==> src/rtl/hazard_scoreboard_if.sv <==
`default_nettype none
// ============================================================================
//  Module   : hazard_scoreboard_if
//  Purpose  : Bundles every pipeline-facing signal of the hazard scoreboard.
//             The master modport is the pipeline side, which drives stage
//             fields and receives stall/forward controls. The slave modport
//             is the scoreboard side.
//  Ports    : F/D, D/X, X/M, M/W stage fields, mult/div issue, flush;
//             stall/bubble/flush controls, forward selects, mult/div
//             write-back request, stall statistics.
//  Revision : 1.0  initial release
// ============================================================================
interface hazard_scoreboard_if #(
    parameter int ADDR_W = 5,
    parameter int STAT_W = 16
);
    // F/D stage
    logic [ADDR_W-1:0] fd_rs, fd_rt, fd_rd;
    logic              fd_rs_used, fd_rt_used, fd_we, fd_is_md;
    // D/X stage
    logic [ADDR_W-1:0] dx_rs, dx_rt, dx_rd;
    logic              dx_rs_used, dx_rt_used, dx_we, dx_is_load, dx_is_md;
    // X/M and M/W stages
    logic [ADDR_W-1:0] xm_rd;
    logic              xm_we, xm_is_sw;
    logic [ADDR_W-1:0] mw_rd;
    logic              mw_we;
    // Mult/div issue and control flow
    logic              md_start;
    logic [ADDR_W-1:0] md_rd;
    logic              flush;
    // Outputs
    logic              stall_fd, bubble_dx, flush_fd;
    logic [1:0]        fwd_a_sel, fwd_b_sel;
    logic              fwd_sw;
    logic              md_busy, md_wb_valid;
    logic [ADDR_W-1:0] md_wb_rd;
    logic [STAT_W-1:0] stall_cycles;

    modport master (
        output fd_rs, fd_rt, fd_rd, fd_rs_used, fd_rt_used, fd_we, fd_is_md,
        output dx_rs, dx_rt, dx_rd, dx_rs_used, dx_rt_used, dx_we, dx_is_load, dx_is_md,
        output xm_rd, xm_we, xm_is_sw, mw_rd, mw_we, md_start, md_rd, flush,
        input  stall_fd, bubble_dx, flush_fd, fwd_a_sel, fwd_b_sel, fwd_sw,
        input  md_busy, md_wb_valid, md_wb_rd, stall_cycles
    );

    modport slave (
        input  fd_rs, fd_rt, fd_rd, fd_rs_used, fd_rt_used, fd_we, fd_is_md,
        input  dx_rs, dx_rt, dx_rd, dx_rs_used, dx_rt_used, dx_we, dx_is_load, dx_is_md,
        input  xm_rd, xm_we, xm_is_sw, mw_rd, mw_we, md_start, md_rd, flush,
        output stall_fd, bubble_dx, flush_fd, fwd_a_sel, fwd_b_sel, fwd_sw,
        output md_busy, md_wb_valid, md_wb_rd, stall_cycles
    );
endinterface
`default_nettype wire

==> src/rtl/hazard_scoreboard.sv <==
`default_nettype none
// ============================================================================
//  Module   : hazard_scoreboard
//  Purpose  : Hazard detection and forwarding for a 5-stage pipeline with a
//             multi-cycle mult/div unit. Tracks in-flight mult/div targets in
//             a per-register busy scoreboard, detects load-use, RAW/WAW and
//             structural hazards, selects ALU/store forwarding sources and
//             arbitrates the mult/div write-back against the M/W write port.
//  Ports    : clock, reset (sync, active-high); bus (slave modport) carrying
//             all stage fields and control/forward/status outputs.
//  Revision : 1.0  initial release
// ============================================================================
module hazard_scoreboard #(
    parameter int ADDR_W = 5,
    parameter int MD_LAT = 32,
    parameter int STAT_W = 16
) (
    input wire             clock,
    input wire             reset,
    hazard_scoreboard_if.slave bus
);
    localparam int              CNT_W     = 8;
    localparam logic [CNT_W-1:0] c_cntLoad = CNT_W'(MD_LAT - 2);
    localparam int              NREG      = 2 ** ADDR_W;

    typedef enum logic [1:0] {
        IDLE = 2'd0,
        RUN  = 2'd1,
        DONE = 2'd2
    } mdState_t;

    mdState_t          r_state, w_nextState;
    logic [CNT_W-1:0]  r_cnt, w_cntNext;
    logic [ADDR_W-1:0] r_mdRd;
    logic [NREG-1:0]   r_busy;
    logic [STAT_W-1:0] r_stallCycles;

    logic w_mdLatch, w_mdWbValid;
    logic w_pendRs, w_pendRt, w_pendRd;
    logic w_loadUse, w_sbHazard, w_structHazard, w_hazard, w_stall;

    // Forward source for one operand: X/M beats a finishing mult/div, which
    // beats M/W, because X/M holds the youngest value of the register.
    function automatic logic [1:0] fwdSel(
        input logic [ADDR_W-1:0] src,  input logic used,
        input logic              xmWe, input logic [ADDR_W-1:0] xmRd,
        input logic              wbV,  input logic [ADDR_W-1:0] wbRd,
        input logic              mwWe, input logic [ADDR_W-1:0] mwRd
    );
        logic [1:0] sel;
        sel = 2'b00;
        if (used && src != '0) begin
            if (xmWe && xmRd == src)      sel = 2'b10;
            else if (wbV && wbRd == src)  sel = 2'b11;
            else if (mwWe && mwRd == src) sel = 2'b01;
        end
        return sel;
    endfunction

    // ---------------- mult/div FSM ----------------
    always_ff @(posedge clock) begin
        if (reset) begin
            r_state <= IDLE;
            r_cnt   <= '0;
            r_mdRd  <= '0;
        end else begin
            r_state <= w_nextState;
            r_cnt   <= w_cntNext;
            if (w_mdLatch) r_mdRd <= bus.md_rd;
        end
    end

    always_comb begin
        w_nextState = r_state;
        w_cntNext   = r_cnt;
        w_mdLatch   = 1'b0;
        w_mdWbValid = 1'b0;
        case (r_state)
            IDLE: begin
                if (bus.md_start) begin
                    w_nextState = RUN;
                    w_cntNext   = c_cntLoad;
                    w_mdLatch   = 1'b1;
                end
            end
            RUN: begin
                if (r_cnt == '0) w_nextState = DONE;
                else             w_cntNext   = r_cnt - 1'b1;
            end
            DONE: begin
                // The regfile has one write port; a pipeline write wins.
                if (!bus.mw_we) begin
                    w_mdWbValid = 1'b1;
                    w_nextState = IDLE;
                end
            end
            default: w_nextState = IDLE;
        endcase
    end

    // ---------------- busy scoreboard ----------------
    // Set and clear occur in different FSM states, so they never collide.
    always_ff @(posedge clock) begin
        if (reset) begin
            r_busy <= '0;
        end else begin
            if (w_mdLatch && bus.md_rd != '0) r_busy[bus.md_rd] <= 1'b1;
            if (w_mdWbValid)                  r_busy[r_mdRd]    <= 1'b0;
        end
    end

    // ---------------- hazard detection ----------------
    // The pending set also includes a mult/div sitting in D/X that has not
    // yet reached the scoreboard.
    always_comb begin
        w_pendRs = r_busy[bus.fd_rs] | (bus.dx_is_md && bus.dx_rd != '0 && bus.dx_rd == bus.fd_rs);
        w_pendRt = r_busy[bus.fd_rt] | (bus.dx_is_md && bus.dx_rd != '0 && bus.dx_rd == bus.fd_rt);
        w_pendRd = r_busy[bus.fd_rd] | (bus.dx_is_md && bus.dx_rd != '0 && bus.dx_rd == bus.fd_rd);

        w_loadUse = bus.dx_is_load && bus.dx_we && bus.dx_rd != '0 &&
                    ((bus.fd_rs_used && bus.fd_rs == bus.dx_rd) ||
                     (bus.fd_rt_used && bus.fd_rt == bus.dx_rd));

        w_sbHazard = (bus.fd_rs_used && w_pendRs) ||
                     (bus.fd_rt_used && w_pendRt) ||
                     (bus.fd_we      && w_pendRd);

        w_structHazard = bus.fd_is_md && (r_state != IDLE || bus.md_start || bus.dx_is_md);

        // DONE stalls so the write-back is not starved by new instructions.
        w_hazard = w_loadUse || w_sbHazard || w_structHazard || r_state == DONE;
        w_stall  = w_hazard && !bus.flush;
    end

    // ---------------- stall statistics ----------------
    always_ff @(posedge clock) begin
        if (reset)                         r_stallCycles <= '0;
        else if (w_stall && !(&r_stallCycles)) r_stallCycles <= r_stallCycles + 1'b1;
    end

    // ---------------- outputs ----------------
    assign bus.stall_fd     = w_stall;
    assign bus.bubble_dx    = w_hazard || bus.flush;
    assign bus.flush_fd     = bus.flush;
    assign bus.fwd_a_sel    = fwdSel(bus.dx_rs, bus.dx_rs_used, bus.xm_we, bus.xm_rd,
                                     w_mdWbValid, r_mdRd, bus.mw_we, bus.mw_rd);
    assign bus.fwd_b_sel    = fwdSel(bus.dx_rt, bus.dx_rt_used, bus.xm_we, bus.xm_rd,
                                     w_mdWbValid, r_mdRd, bus.mw_we, bus.mw_rd);
    assign bus.fwd_sw       = bus.xm_is_sw && bus.mw_we && bus.mw_rd == bus.xm_rd && bus.xm_rd != '0;
    assign bus.md_busy      = (r_state != IDLE);
    assign bus.md_wb_valid  = w_mdWbValid;
    assign bus.md_wb_rd     = r_mdRd;
    assign bus.stall_cycles = r_stallCycles;
endmodule
`default_nettype wire

==> src/flat_wrapper.sv <==
// flat-port wrapper written by rule: the top's interface ports become plain ports
module hazard_scoreboard_flat 
#(
    parameter int ADDR_W = 5,
    parameter int MD_LAT = 32,
    parameter int STAT_W = 16
)
  (clock, reset, bus_fd_rs, bus_fd_rt, bus_fd_rd, bus_fd_rs_used, bus_fd_rt_used, bus_fd_we, bus_fd_is_md, bus_dx_rs, bus_dx_rt, bus_dx_rd, bus_dx_rs_used, bus_dx_rt_used, bus_dx_we, bus_dx_is_load, bus_dx_is_md, bus_xm_rd, bus_xm_we, bus_xm_is_sw, bus_mw_rd, bus_mw_we, bus_md_start, bus_md_rd, bus_flush, bus_stall_fd, bus_bubble_dx, bus_flush_fd, bus_fwd_a_sel, bus_fwd_b_sel, bus_fwd_sw, bus_md_busy, bus_md_wb_valid, bus_md_wb_rd, bus_stall_cycles);
  hazard_scoreboard_if #(.ADDR_W(ADDR_W), .STAT_W(STAT_W)) bus_i ();
  input wire clock;
  input wire reset;
  input wire logic [$bits(bus_i.fd_rs)-1:0] bus_fd_rs;
  input wire logic [$bits(bus_i.fd_rt)-1:0] bus_fd_rt;
  input wire logic [$bits(bus_i.fd_rd)-1:0] bus_fd_rd;
  input wire logic [$bits(bus_i.fd_rs_used)-1:0] bus_fd_rs_used;
  input wire logic [$bits(bus_i.fd_rt_used)-1:0] bus_fd_rt_used;
  input wire logic [$bits(bus_i.fd_we)-1:0] bus_fd_we;
  input wire logic [$bits(bus_i.fd_is_md)-1:0] bus_fd_is_md;
  input wire logic [$bits(bus_i.dx_rs)-1:0] bus_dx_rs;
  input wire logic [$bits(bus_i.dx_rt)-1:0] bus_dx_rt;
  input wire logic [$bits(bus_i.dx_rd)-1:0] bus_dx_rd;
  input wire logic [$bits(bus_i.dx_rs_used)-1:0] bus_dx_rs_used;
  input wire logic [$bits(bus_i.dx_rt_used)-1:0] bus_dx_rt_used;
  input wire logic [$bits(bus_i.dx_we)-1:0] bus_dx_we;
  input wire logic [$bits(bus_i.dx_is_load)-1:0] bus_dx_is_load;
  input wire logic [$bits(bus_i.dx_is_md)-1:0] bus_dx_is_md;
  input wire logic [$bits(bus_i.xm_rd)-1:0] bus_xm_rd;
  input wire logic [$bits(bus_i.xm_we)-1:0] bus_xm_we;
  input wire logic [$bits(bus_i.xm_is_sw)-1:0] bus_xm_is_sw;
  input wire logic [$bits(bus_i.mw_rd)-1:0] bus_mw_rd;
  input wire logic [$bits(bus_i.mw_we)-1:0] bus_mw_we;
  input wire logic [$bits(bus_i.md_start)-1:0] bus_md_start;
  input wire logic [$bits(bus_i.md_rd)-1:0] bus_md_rd;
  input wire logic [$bits(bus_i.flush)-1:0] bus_flush;
  output wire logic [$bits(bus_i.stall_fd)-1:0] bus_stall_fd;
  output wire logic [$bits(bus_i.bubble_dx)-1:0] bus_bubble_dx;
  output wire logic [$bits(bus_i.flush_fd)-1:0] bus_flush_fd;
  output wire logic [$bits(bus_i.fwd_a_sel)-1:0] bus_fwd_a_sel;
  output wire logic [$bits(bus_i.fwd_b_sel)-1:0] bus_fwd_b_sel;
  output wire logic [$bits(bus_i.fwd_sw)-1:0] bus_fwd_sw;
  output wire logic [$bits(bus_i.md_busy)-1:0] bus_md_busy;
  output wire logic [$bits(bus_i.md_wb_valid)-1:0] bus_md_wb_valid;
  output wire logic [$bits(bus_i.md_wb_rd)-1:0] bus_md_wb_rd;
  output wire logic [$bits(bus_i.stall_cycles)-1:0] bus_stall_cycles;
  assign bus_i.fd_rs = bus_fd_rs;
  assign bus_i.fd_rt = bus_fd_rt;
  assign bus_i.fd_rd = bus_fd_rd;
  assign bus_i.fd_rs_used = bus_fd_rs_used;
  assign bus_i.fd_rt_used = bus_fd_rt_used;
  assign bus_i.fd_we = bus_fd_we;
  assign bus_i.fd_is_md = bus_fd_is_md;
  assign bus_i.dx_rs = bus_dx_rs;
  assign bus_i.dx_rt = bus_dx_rt;
  assign bus_i.dx_rd = bus_dx_rd;
  assign bus_i.dx_rs_used = bus_dx_rs_used;
  assign bus_i.dx_rt_used = bus_dx_rt_used;
  assign bus_i.dx_we = bus_dx_we;
  assign bus_i.dx_is_load = bus_dx_is_load;
  assign bus_i.dx_is_md = bus_dx_is_md;
  assign bus_i.xm_rd = bus_xm_rd;
  assign bus_i.xm_we = bus_xm_we;
  assign bus_i.xm_is_sw = bus_xm_is_sw;
  assign bus_i.mw_rd = bus_mw_rd;
  assign bus_i.mw_we = bus_mw_we;
  assign bus_i.md_start = bus_md_start;
  assign bus_i.md_rd = bus_md_rd;
  assign bus_i.flush = bus_flush;
  assign bus_stall_fd = bus_i.stall_fd;
  assign bus_bubble_dx = bus_i.bubble_dx;
  assign bus_flush_fd = bus_i.flush_fd;
  assign bus_fwd_a_sel = bus_i.fwd_a_sel;
  assign bus_fwd_b_sel = bus_i.fwd_b_sel;
  assign bus_fwd_sw = bus_i.fwd_sw;
  assign bus_md_busy = bus_i.md_busy;
  assign bus_md_wb_valid = bus_i.md_wb_valid;
  assign bus_md_wb_rd = bus_i.md_wb_rd;
  assign bus_stall_cycles = bus_i.stall_cycles;
  hazard_scoreboard #(.ADDR_W(ADDR_W), .MD_LAT(MD_LAT), .STAT_W(STAT_W)) u_core (.clock(clock), .reset(reset), .bus(bus_i));
endmodule
==> config.mk <==
export PLATFORM = sky130hd
export DESIGN_NAME = hazard_scoreboard_flat
export DESIGN_NICKNAME = d
export VERILOG_FILES = /design/src/rtl/hazard_scoreboard_if.sv /design/src/rtl/hazard_scoreboard.sv /design/src/flat_wrapper.sv
export SDC_FILE = /design/constraint.sdc
export NUM_CORES = 1
export LEC_CHECK = 0
export ABC_AREA = 1
export BUFFER_PORTS_ARGS = -buffer_cell sky130_fd_sc_hd__buf_4
export CORE_MARGIN = 2
export CORE_UTILIZATION = 32
export CTS_CLUSTER_SIZE = 8
export DETAILED_ROUTE_END_ITERATION = 12
export PLACE_DENSITY = 0.61
export SETUP_SLACK_MARGIN = 0.02
export SLEW_MARGIN = 20
export SYNTH_ARGS = -nofsm -noshare
export SYNTH_HDL_FRONTEND = slang
export SYNTH_SLANG_ARGS = --single-unit
export TNS_END_PERCENT = 5
==> constraint.sdc <==
create_clock -name clock -period 2.1 [get_ports clock]
set_input_delay 0.42 -clock clock [delete_from_list [all_inputs] [get_ports clock]]
set_output_delay 0.42 -clock clock [all_outputs]
set_load 0.05 [all_outputs]
==> results of run 1 <==
==> cell type report <==
class,instances,share of cell area [%]
multi-input cells,607,46.8
flip-flops and latches,63,19.5
repair buffers,126,16.2
inverters,142,8.24
well taps,211,4.07
clock buffers,9,3.47
clock inverters,6,1.70
==> per-stage QoR <==
step	setup slack [ns]	power, uW	cell area [um^2]	setup TNS, ns	utilization [%]
final	-0.0768	4090	6480	-0.352	42.5
after global routing	-0.249	4300	6480	-1.09	42.5
after CTS	-0.138	4100	6470	-0.487	42.4
after detailed placement	-0.0958	2370	6070	-0.459	39.8
after global placement	-0.0794	2360	6070	-0.323	39.8
after floorplan	-0.198	1990	5020	-1.16	-
==> per-layer routing <==
layer | vias up | GRT usage [%]
li1 | 2953 | -
met1 | 2642 | 27.6
met2 | 215 | 30.6
met3 | 23 | 2.87
met4 | 0 | 5.43
met5 | - | 0
==> state kept, by name, summed over array words and instances, names as in the netlist <==
| register | flops |
|---|---|
| u_core.bus.md_wb_rd | 5 |
| u_core.bus.stall_cycles | 16 |
| u_core.r_busy | 32 |
| u_core.r_cnt | 8 |
| u_core.r_state | 2 |
==> Yosys cell counts <==
library cell / count / area share [%]
o211ai_2: 1 / 0.25
inv_1: 135 / 10
a31oi_1: 3 / 0.38
clkbuf_4: 1 / 0.15
nand3_4: 1 / 0.35
o21ai_1: 1 / 0.10
o22ai_1: 8 / 1.0
nor3b_1: 2 / 0.30
nand2_1: 200 / 15
a221oi_1: 5 / 0.88
ha_1: 3 / 0.75
a21oi_2: 1 / 0.18
nand3_1: 130 / 13
xnor2_1: 8 / 1.4
a21oi_1: 51 / 5.1
o211ai_1: 5 / 0.75
nor4_1: 4 / 0.50
nor2_1: 65 / 4.9
clkinv_1: 1 / 0.075
nor2_4: 1 / 0.23
clkbuf_1: 7 / 0.53
buf_1: 2 / 0.15
buf_6: 11 / 2.5
nor2_2: 9 / 1.1
buf_2: 1 / 0.10
o21ai_0: 41 / 4.1
nor4_2: 1 / 0.25
dfxtp_1: 63 / 25
or2_4: 1 / 0.18
nand3_2: 5 / 1.0
nor3_1: 19 / 1.9
clkinv_2: 1 / 0.10
inv_2: 5 / 0.38
buf_4: 6 / 0.90
o2111ai_1: 3 / 0.53
nand2_2: 2 / 0.25
nand4_1: 23 / 2.9
xor2_1: 14 / 2.5
==> timing repair <==
item	in CTS	in global routing
gates resized for setup	24	4
buffers inserted	1	1
pin swaps	8	5
setup endpoints to repair	7	10
==> cell families after synthesis <==
logic type	count (synthesis)
AOI/OAI and AO/OA	119
buffers and inverters	170
adders and majority gates	3
xor gates and xnor gates	22
DFF	63
and+or+nand+nor	463
==> critical path, delay by kind of cell (launching register included) <==
kind / cells / cell delay [ns]
buf+inv: 3 / 0.32
simple gates: 10 / 0.82
flops: 1 / 0.29
==> cell usage in the layout (no fill, tap or decap), drive strengths merged <==
| master | instances |
|---|---|
| clkinv | 3 |
| bufinv | 3 |
| a221oi | 5 |
| nor4 | 5 |
| nor2 | 75 |
| dfxtp | 63 |
| nand3 | 136 |
| clkinvlp | 2 |
| o22ai | 8 |
| nand2 | 202 |
| nor3b | 2 |
| nor3 | 19 |
| or2 | 1 |
| xor2 | 14 |
| a31oi | 3 |
| clkbuf | 9 |
| nand4 | 23 |
| o21ai | 42 |
| xnor2 | 8 |
| a21oi | 52 |
| o211ai | 6 |
| buf | 126 |
| inv | 140 |
| o2111ai | 3 |
| ha | 3 |
==> final timing paths <==
kind | startpoint | end
setup / recovery | u_core.r_busy[23]$_SDFF_PP0_ | bus_stall_fd
hold / removal | reset | u_core.r_state[1]$_SDFFE_PP0P_
setup reg to reg | u_core.r_cnt[1]$_SDFFE_PP0P_ | u_core.r_cnt[6]$_SDFFE_PP0P_
hold reg to reg | u_core.r_busy[4]$_SDFF_PP0_ | u_core.r_busy[4]$_SDFF_PP0_
==> power by group <==
group | internal (uW) | switching [uW] | leakage, uW
clock network | 1150 | 552 | 0.000158
logic | 424 | 662 | 0.00240
registers | 1250 | 51.1 | 0.000512
==> results.cfg, run 1 <==
[final_layout]
layout.area.seq_mm2 = 0.00126
synthToLayoutAreaGrowth_pct = 29.8
n_antenna_cell = 0
drive_above_1_share_pct = 19.9
fin_nets = 1013
multi_input_area_mm2 = 0.00304
fillers = 1656
final_cells = 1164

[timing]
setup_ws_ns = -0.0768
final.min_clock_period_ns = 2.18
rsz0062_at_grt = true
period_share_pct = 104
hold-worst-slack_ns = 0.364
clock.fmax_mhz = 459
setup_viol = 6
final_hold_viol_count = 0
slew-limit-headroom_pct = 56.5
fin_skew_ns = 0.00659
tightest_slew_ns = 0.647
drv_slew = 0

[synth]
synth_seq_cells = 63
syn_inst = 840
synth.area.mux_share_pct = 0
ys_warn_count = 0
syn_area_mm2 = 0.00500
synth_top_family_by_area = simple AND/OR/NAND/NOR gates
yosysSeqAreaShare_pct = 25.2
synthAdderAreaFrac_pct = 0.751
synth_xor_area_share_pct = 3.86
synth_compound_area_share_pct = 13.3
yosys.cell_types.count = 38
syn_nets = 904
synth-simple-area-share_pct = 41.9
syn_avg_cell_area_um2 = 5.95

[route]
dr.pass1.iters = 5
wl_met2_um = 6930
antenna_left = 0
via_count = 5833
wl_um = 15900
drt_iter0_markers = 459
drc = 0
drt-vias-per-instance = 5.01
highest_layer = met4
met1Wirelength_um = 7620
detail_route.wl_per_cell_um = 13.6
route.met3.wl_um = 1040

[clock_tree]
cts_root_buffer = clkbuf_16
clock_path_buffers = 2
cts_tree = done
clock_latency_ns = 0.33
htree_levels = 3
numCtsBuffers = 9
holdBufCountCts = 0
clock_sinks = 63
cts.reportedPaths.clkPinSlew_ns = 0.06

[grt]
grt_max_degree = 31
antenna_found_initial = 0
grt_pass1_vias = 5354
grt_pass1_wl_um = 26500
grt_use_total_pct = 19.4
grt_overflow = 0

[critical_path]
crit_required_ns = 1.68
cp_max_fo = 4
rr_worst_depth = 12
crit_arrival_ns = 1.76
slowest_stage = dfxtp_1
crit_path_end_kind = output pin
crit_chain = inv_1 -> nand2_1 -> nand3_1 -> nand3_1 -> nand3_1 -> nand2_1 -> nand2_1 -> nand3_1 -> nand2_1 -> nand3_2 -> nand2_2 -> inv_2 -> buf_8
cp-start-kind = flop
r2r_slack_ns = 0.20
critPathMaxStageDelay_ns = 0.29
crit_type = reg -> out

[die]
die_x_um = 129
boundaryPins = 92
die_area_mm2 = 0.0166
num_rows = 45
fp.dieH_um = 129
core_area_mm2 = 0.0153
start_util_pct = 32.8

[pwr]
p_per_area_mw_per_mm2 = 630
peakVddDrop_uv = 403
p_leak_uw = 0.00307

[placed_design]
numPortBuffers = 91
place_congestion = 0.916
dpl.cell_count = 1147
dp_hpwl_um = 12300

[worst_hold_path]
hold_depth = 2
hold_path.class = in -> reg

[status]
status = complete, but fails checks
violations = negative setup slack

[flow_run]
maxCapViolations = 0
Note: power is estimated with default switching activity, not from simulation.
==> inputs of run 2 (changes only) <==
--- a/config.mk
+++ b/config.mk
@@ -7,11 +7,13 @@
 export LEC_CHECK = 0
 export ABC_AREA = 1
 export BUFFER_PORTS_ARGS = -buffer_cell sky130_fd_sc_hd__buf_4
+export CELL_PAD_IN_SITES_DETAIL_PLACEMENT = 1
+export CELL_PAD_IN_SITES_GLOBAL_PLACEMENT = 1
 export CORE_MARGIN = 2
 export CORE_UTILIZATION = 32
 export CTS_CLUSTER_SIZE = 8
 export DETAILED_ROUTE_END_ITERATION = 12
-export PLACE_DENSITY = 0.61
+export PLACE_DENSITY = 0.79
 export SETUP_SLACK_MARGIN = 0.02
 export SLEW_MARGIN = 20
 export SYNTH_ARGS = -nofsm -noshare
==> run 2 against run 1 <==
Compared with the run above:
- the flow still finishes with violations (negative setup slack)
- first-iteration DRC count is 19% lower
- final cell count rose by 1.3%
- global-route usage increased by 2.6 points
- sequential power about the same
- flip-flop and latch count stayed put
- sequential share of layout area fell by 0.23 points
- highest routed layer unchanged
==> results.cfg, run 2 (synthesized netlist as in run 1, its figures left out) <==
[status]
status = complete, but fails checks
violations = negative setup slack

[critical_path]
crit_arrival_ns = 1.90
cp_max_fo = 3
rr_worst_depth = 16
crit_required_ns = 1.68
r2r-end = u_core.bus.stall_cycles[0]$_SDFFE_PP0P_
r2r_slack_ns = 0.12
regToRegStartpoint = u_core.r_state[1]$_SDFFE_PP0P_
startpoint = u_core.r_state[1]$_SDFFE_PP0P_
crit_type = reg -> out
crit_path_end_kind = output pin
cp-start-kind = flop

[pwr]
peakVddDrop_uv = 325
p_sw_share_pct = 32.9
p_int_uw = 2640
power.combinational.fraction_pct = 29.1
p_seq_share_pct = 33.2
p_leak_uw = 0.00313
clkPwrFrac_pct = 37.7
p_per_area_mw_per_mm2 = 600
power_switching_uw = 1300

[die]
die_x_um = 129
num_rows = 45
start_util_pct = 32.8
boundaryPins = 92
fp.dieH_um = 129
core_area_mm2 = 0.0153
die_area_mm2 = 0.0166

[placed_design]
dp_hpwl_um = 14300
dp_slack_ns = -0.155
dpl.cell_count = 1159
numPortBuffers = 91
place_congestion = 0.877

[route]
drt_iter0_markers = 370
wl_um = 18400
drt-vias-per-instance = 5.11
detail_route.wl_per_cell_um = 15.6
antenna_left = 0
drc = 0
dr.pass1.iters = 5
via_count = 6030

[grt]
grt_max_degree = 35
antenna_found_initial = 0
grt_overflow = 0
grt_use_total_pct = 22.1
grt_pass1_wl_um = 29700
grt_pass1_vias = 6140

[timing]
tightest_slew_ns = 0.606
slew-limit-headroom_pct = 59.3
setup_viol = 6
rsz0062_at_grt = true
fin_skew_ns = 0.0125
drv_slew = 0
final.min_clock_period_ns = 2.32
period_share_pct = 110
final_hold_viol_count = 0
clock.fmax_mhz = 431
setup_ws_ns = -0.219
tns_ns = -0.910

[final_layout]
multi_input_area_mm2 = 0.00306
n_antenna_cell = 0
mostFrequentLayoutCells = nand2_1, inv_1, buf_4
final_cells = 1179
fillers = 2077
synthToLayoutAreaGrowth_pct = 31.5
layout.area.seq_mm2 = 0.00127
final_common_cell = nand2_1
fin_nets = 1027
largest_reg_flops = 32
top_register = u_core.r_busy
final_util_pct = 43.1
drive_above_1_share_pct = 21.4

[clock_tree]
htree_levels = 3
holdBufCountCts = 0
cts.reportedPaths.clkPinSlew_ns = 0.05
cts_root_buffer = clkbuf_16
cts_tree = done
clock_path_buffers = 2
clock_latency_ns = 0.34
numCtsBuffers = 9
clock_sinks = 63

[flow_run]
maxCapViolations = 0

[worst_hold_path]
hold_path.class = in -> reg
min_from = reset
hold_path_end = u_core.r_state[1]$_SDFFE_PP0P_
hold_depth = 2
[run 2: area by class of cell]
type	instances	area share, %
Timing Repair Buffer	140	17.6
Tap cell	211	4.02
Multi-Input combinational cell	607	46.6
Sequential cell	63	19.3
Inverter	142	8.13
Clock inverter	4	0.686
Clock buffer	12	3.75
[run 2: power groups by stage]
stage          Combinational, uW  Sequential (uW)  Clock [uW]
2_1_floorplan                629             1370           0
5_1_grt                     1270             1310        1570
3_5_place_dp                1090             1320           0
3_3_place_gp                1070             1320           0
4_1_cts                     1120             1300        1510
6_report                    1150             1310        1490
[run 2: metrics by stage]
stage	cell area, um^2	hold slack (ns)	power [uW]
2_1_floorplan	5020	0.437	1990
3_3_place_gp	6170	0.450	2390
3_5_place_dp	6170	0.457	2410
4_1_cts	6510	0.338	3930
5_1_grt	6570	0.345	4150
6_report	6570	0.344	3940
[run 2: timing repair]
action,CTS,global route
endpoints found under the setup margin,6,22
setup buffers,3,1
gates resized for setup,11,16
pin swaps,4,5
[run 2: layer usage]
metal  global-route usage, %  part of all wire, %
met5                       0                    0
met4                    6.39                  1.7
met3                    3.08                  4.0
met2                    37.2                   47
met1                    29.4                   47
[run 2: worst max-delay path by stage]
stage                             endpoint  slack [ns]  depth (start not counted)
after floorplan           bus_fwd_a_sel[0]       -0.20                          5
after global placement        bus_stall_fd       -0.12                         13
after detailed placement      bus_stall_fd       -0.16                         13
after CTS                     bus_stall_fd       -0.20                         13
after global routing          bus_stall_fd       -0.35                         13
final                         bus_stall_fd       -0.22                         13
[run 2: worst max-delay path: stages, from the launching register on]
cell and delay (ns):
dfxtp_2 0.33, inv_2 0.07, nand2_2 0.06, nor2_2 0.11, nand2_1 0.07, a21oi_2 0.19, o21ai_1 0.11, a21oi_2 0.13
nand2_1 0.09, inv_2 0.09, nand3_4 0.07, nand2_2 0.07, inv_2 0.04, buf_6 0.14
